===== config.mk =====
export PLATFORM = sky130hd
export DESIGN_NAME = men_wb
export DESIGN_NICKNAME = d
export VERILOG_FILES = /design/src/rtl/men_wb.sv
export SDC_FILE = /design/constraint.sdc
export NUM_CORES = 1
export LEC_CHECK = 0
export CORE_AREA = 5 5 85 87
export CTS_CLUSTER_DIAMETER = 100
export DETAILED_ROUTE_END_ITERATION = 8
export DIE_AREA = 0 0 90 92
export PLACE_DENSITY_LB_ADDON = 0.3
export SLEW_MARGIN = 5
export SYNTH_ARGS = -nofsm -noshare
export SYNTH_HDL_FRONTEND = slang
export SYNTH_SLANG_ARGS = --single-unit

===== constraint.sdc =====
create_clock -name clock -period 2.3 [get_ports clock]
set_input_delay 0.23 -clock clock [delete_from_list [all_inputs] [get_ports clock]]
set_output_delay 0.23 -clock clock [all_outputs]
set_load 0.05 [all_outputs]

===== src/rtl/men_wb.sv =====
// MEM/WB pipeline register and write-back stage: captures EX/MEM results, selects the
// write-back value, drives the register-bank write port, a forwarding tap, a retire counter and halt tracking.
module men_wb #(
    parameter int DATA_W     = 16,
    parameter int REG_ADDR_W = 3,
    parameter int CNT_W      = 16,
    parameter int ZERO_REG   = 1
) (
    input  logic                  clock,
    input  logic                  reset,
    input  logic                  stall,
    input  logic                  flush,
    input  logic                  ex_valido,
    input  logic                  ex_Hab_Escrita_BR,
    input  logic                  ex_controleMUX_WB,
    input  logic [REG_ADDR_W-1:0] ex_reg_destino,
    input  logic                  ex_halt,
    input  logic [DATA_W-1:0]     Saida_ULA,
    input  logic [DATA_W-1:0]     Saida_MemoriaDados,
    output logic                  wb_Hab_Escrita,
    output logic [REG_ADDR_W-1:0] wb_endereco,
    output logic [DATA_W-1:0]     wb_dado,
    output logic                  fwd_valido,
    output logic [REG_ADDR_W-1:0] fwd_reg,
    output logic [DATA_W-1:0]     fwd_dado,
    output logic                  halted,
    output logic [CNT_W-1:0]      contador_instrucoes
);

    typedef enum logic {
        EXECUTANDO = 1'b0,
        PARADO     = 1'b1
    } state_t;

    typedef struct packed {
        logic                  valid;
        logic                  novo;
        logic                  we;
        logic                  mux_mem;
        logic [REG_ADDR_W-1:0] dest;
        logic                  halt;
        logic [DATA_W-1:0]     ula;
        logic [DATA_W-1:0]     mem;
    } stage_t;

    stage_t           stage_q, stage_d;
    state_t           state_q, state_d;
    logic [CNT_W-1:0] cnt_q, cnt_d;

    logic              retire;
    logic              dest_is_zero;
    logic              writes_reg;
    logic [DATA_W-1:0] wb_value;

    // novo marks the first cycle an instruction sits in the stage, so a
    // stalled instruction retires (and writes) only once.
    always_comb begin
        // NOTE: every always_comb output gets a default first so no latch is inferred.
        stage_d = stage_q;
        if (flush) begin
            stage_d.valid = 1'b0;
            stage_d.novo  = 1'b0;
        end else if (stall) begin
            stage_d.novo = 1'b0;
        end else begin
            stage_d.valid   = ex_valido;
            stage_d.novo    = 1'b1;
            stage_d.we      = ex_Hab_Escrita_BR;
            stage_d.mux_mem = ex_controleMUX_WB;
            stage_d.dest    = ex_reg_destino;
            stage_d.halt    = ex_halt;
            stage_d.ula     = Saida_ULA;
            stage_d.mem     = Saida_MemoriaDados;
        end
    end

    assign wb_value     = stage_q.mux_mem ? stage_q.mem : stage_q.ula;
    assign dest_is_zero = (ZERO_REG != 0) && (stage_q.dest == '0);
    assign writes_reg   = stage_q.valid && stage_q.we && !stage_q.halt && !dest_is_zero;
    assign retire       = stage_q.valid && stage_q.novo && (state_q != PARADO);

    always_comb begin
        state_d = state_q;
        if (state_q == EXECUTANDO && retire && stage_q.halt) begin
            state_d = PARADO;
        end
    end

    always_comb begin
        cnt_d = cnt_q;
        if (retire && cnt_q != {CNT_W{1'b1}}) begin
            cnt_d = cnt_q + CNT_W'(1);
        end
    end

    always_ff @(posedge clock or posedge reset) begin
        if (reset) begin
            stage_q <= '0;
            state_q <= EXECUTANDO;
            cnt_q   <= '0;
        end else begin
            // NOTE: sequential state uses non-blocking assignments so all registers update together.
            stage_q <= stage_d;
            state_q <= state_d;
            cnt_q   <= cnt_d;
        end
    end

    assign wb_Hab_Escrita      = retire && writes_reg;
    assign wb_endereco         = stage_q.dest;
    assign wb_dado             = wb_value;

    // Forwarding stays valid across stalls because the stage contents are frozen.
    assign fwd_valido          = writes_reg && (state_q == EXECUTANDO);
    assign fwd_reg             = stage_q.dest;
    assign fwd_dado            = wb_value;

    // The HALT reports itself during its own write-back cycle, before the state flips.
    assign halted              = (state_q == PARADO) || (retire && stage_q.halt);
    assign contador_instrucoes = cnt_q;

endmodule


==> reports/qor.log <==
[run_status] run status complete, no violations
[sta] Worst Setup Slack, final 0.299 ns
[worst_setup_path] startpoint class of the critical path flip-flop
[logic_synthesis] number of enable-type register cells in the synthesized netlist 0
[sta] number of slew-limit violations in the final report 0
[clock_tree] master cell of the clock root buffer sky130_fd_sc_hd__clkbuf_8
[power_and_ir_drop] Lkg Pwr 1.64 nW
[clock_tree] number of H-tree levels 3
[sta] sum of negative setup slack 0 ns
[die] DIE AREA 8280 um^2
[logic_synthesis] count of synthesis-stage warnings from yosys 0
[logic_synthesis] most numerous cell in the Yosys netlist sky130_fd_sc_hd__dfrtp_1
[worst_setup_path] Critical Path, Cell by Cell mux2_2 -> buf_4
[worst_setup_path] critical path buffer and inverter count 1
[logic_synthesis] Synth cell types 37
[clock_tree] clock tree from TritonCTS built
[worst_setup_path] Slowest Stage Delay on Critical Path 0.81 ns
[placement] Worst Setup Slack post-DPL 0.405 ns
[global_routing] wire length of the first global-routing pass 9.66 mm
[worst_setup_path] biggest fanout along the worst timing path 17
[routing] detailed-route DRC error count 0
[placement] port buffer count 99
[global_routing] largest net degree at the start of global routing 35
[sta] Tightest Pin Transition 0.730 ns
[die] floorplan row count 29
[routing] vias 1,896
[clock_tree] buffer count from post-CTS setup fixing 0
[worst_setup_path] CP Class reg -> out
[sta] Final setup viols 0
[logic_synthesis] Net Count, Synth 253
[die] height of the chip 92 um
[sta] minimum hold slack 0.273 ns
[die] initial core utilization 43.1%
[die] Core Box Area 6280 um^2
[logic_synthesis] share of the synthesized area in the top cell type 52.8%
[final_layout] combined flip-flop and latch cell area 1430 um^2
[logic_synthesis] top area cells in the synthesized netlist sky130_fd_sc_hd__dfrtp_1, sky130_fd_sc_hd__mux2_2, sky130_fd_sc_hd__buf_4
[logic_synthesis] post-synthesis average cell area 12.9 um^2
[clock_tree] buffer depth of the longest clock path 2
[worst_setup_path] Critical Path AT 1.77 ns
[logic_synthesis] largest area contributor in the netlist sky130_fd_sc_hd__dfrtp_1
[clock_tree] TritonCTS Sinks 57
[sta] RSZ-0062 raised after global routing no
[logic_synthesis] FFs w/ async S/R, synth 100%
[routing] Via density 5.04
[routing] routed wire length per instance 15.4 um
[power_and_ir_drop] Final Total Pwr 3.51 mW
[final_layout] non-filler cells in the finished layout 376
[global_routing] global-route usage over all layers 14.4%
[sta] largest clock skew in the final design 0.0125 ns
[logic_synthesis] Post-Syn Area 2700 um^2
[routing] antenna viol nets, final 0
[final_layout] area of the multi-input gates 1090 um^2
[global_routing] Overflow after GRT 0
[final_layout] flip-flop count of the largest register after layout 37
[routing] 1st-iter DRT viols 46
[power_and_ir_drop] pwr/cell area 929 nW/um^2
[clock_tree] number of buffers created by CTS 9
[sta] worst slew margin relative to its limit 51.3%
[final_layout] fraction of layout cells with a size suffix above 1 40.8%
[logic_synthesis] sequential area share after synthesis 52.8%
[final_layout] Diodes inserted 0
[sta] Final Hold Vio Count 0
[clock_tree] Post-CTS Resized 0
[global_routing] vias in the first global route 1,998
[clock_tree] hold buffers post-CTS 0
[routing] aggregate routed wire length 5.80 mm
[global_routing] number of antenna violations at the first check in global routing 0
[logic_synthesis] count of state elements after synthesis 57
[worst_setup_path] Crit path max-delay family flip-flops
[final_layout] number of nets in the layout 338
[power_and_ir_drop] Max rail drop VDD 0.565 mV
[logic_synthesis] Mapped Cells 209
[routing] DR pass1 iterations 4
[placement] post-detailed-placement half-perimeter wirelength 4.25 mm
[worst_setup_path] Crit-path slowest cell sky130_fd_sc_hd__dfrtp_1
[sta] final clock period utilization by the worst path 87.0%
[die] number of placed I/O pins 100
[logic_synthesis] prevailing post-synth register cell sky130_fd_sc_hd__dfrtp_1
[final_layout] Layout Area Growth over Synthesis 39.8%
[sta] post-route minimum period 2.00 ns
[clock_tree] post-CTS clock slew at the launch and capture registers of the worst setup and hold paths 0.07 ns
[sta] achievable clock frequency 500 MHz
[worst_setup_path] kind of end point of the critical path primary output
[logic_synthesis] commonest cells in the netlist sky130_fd_sc_hd__dfrtp_1, sky130_fd_sc_hd__mux2_2, sky130_fd_sc_hd__buf_4, sky130_fd_sc_hd__nor2_1
[placement] cell count after placement 360
[die] die width 90 um
[final_layout] number of fill cells 539
[placement] RePlAce Congestion 0.785
[worst_setup_path] data required time at the worst endpoint 2.07 ns
[min_path] class of the most critical hold timing path in -> async
[clock_tree] clock latency reported for the late side of the worst-skew pair 0.33 ns
[run] number of maximum-capacitance constraint violations 0
==> worst paths after layout <==
kind	start	end	slack, ns	cells after the start
worst max-delay path	stage_q[36]	wb_dado[9]	0.30	2
worst min-delay path	reset	stage_q[28]	0.27	2
worst max register to register	contador_instrucoes[0]	contador_instrucoes[1]	0.40	5
worst min register to register	stage_q[11]	stage_q[11]	0.50	1
max in group asynchronous	reset	contador_instrucoes[7]	1.46	3
min in group clock	stage_q[11]	stage_q[11]	0.50	1
==> worst reg2reg max path, cell delays in order (launching register included) <==
cell	delay [ns]
sky130_fd_sc_hd__dfrtp_1	0.40
sky130_fd_sc_hd__ha_1	0.25
sky130_fd_sc_hd__nand3_1	0.12
sky130_fd_sc_hd__or4_4	0.53
sky130_fd_sc_hd__and2_4	0.20
sky130_fd_sc_hd__mux2_4	0.29
==> cell families (layout without fill, tap and decap cells) <==
| group | after synthesis | after routing | synth area share, % |
|---|---|---|---|
| DFF | 57 | 57 | 52.8 |
| muxes | 58 | 58 | 24.2 |
| buffers and inverters | 30 | 120 | 7.26 |
| and+or+nand+nor | 40 | 40 | 8.84 |
| AOI/OAI and AO/OA | 14 | 14 | 3.52 |
| adders and majority gates | 1 | 1 | 0.463 |
| xor gates and xnor gates | 9 | 9 | 2.92 |
==> final cells by class <==
class                   instances  area share (%)
well taps                      77            2.55
multi-input cells             122            29.0
clock inverters                 4            1.32
flip-flops and latches         57            37.7
clock buffers                  12            4.37
inverters                       2           0.199
repair buffers                102            24.9
==> layout by cell type, fill, tap and decap left out, types with 2 or more instances in the layout <==
cell and n:
sky130_fd_sc_hd__a211oi_1 2, sky130_fd_sc_hd__a21oi_1 5, sky130_fd_sc_hd__a31o_2 2, sky130_fd_sc_hd__and3_1 3, sky130_fd_sc_hd__buf_4 36, sky130_fd_sc_hd__clkbuf_8 12
sky130_fd_sc_hd__clkdlybuf4s50_1 65, sky130_fd_sc_hd__clkinvlp_4 2, sky130_fd_sc_hd__dfrtp_1 57, sky130_fd_sc_hd__mux2_2 56, sky130_fd_sc_hd__nand2_1 5, sky130_fd_sc_hd__nand3_1 5
sky130_fd_sc_hd__nand4_1 4, sky130_fd_sc_hd__nand4_2 2, sky130_fd_sc_hd__nor2_1 5, sky130_fd_sc_hd__nor3_1 4, sky130_fd_sc_hd__xnor2_1 4, sky130_fd_sc_hd__xor2_1 5
==> per-stage QoR <==
step | instance area (um^2) | utilization (%)
after floorplan | 2710 | -
after global placement | 3570 | 56.8
after detailed placement | 3570 | 56.8
after CTS | 3780 | 60.2
after global routing | 3780 | 60.2
final | 3780 | 60.2
==> per-layer routing <==
| layer | up-vias | part of all wire, % | track usage, % | wire length, um |
|---|---|---|---|---|
| met4 | 0 | 1.2 | 6.33 | 72 |
| met1 | 926 | 42 | 17.2 | 2430 |
| met3 | 6 | 8.2 | 5.65 | 476 |
| met2 | 68 | 49 | 23.2 | 2820 |
| li1 | 896 | - | - | - |
| met5 | - | 0 | 0 | 0 |
==> power by group <==
group	internal [mW]	total (mW)	switching, mW
Clock	0.587	0.984	0.397
Combinational	0.482	1.30	0.814
Sequential	1.13	1.23	0.102
Total	2.20	3.51	1.31
Note: power is estimated with default switching activity, not from simulation.
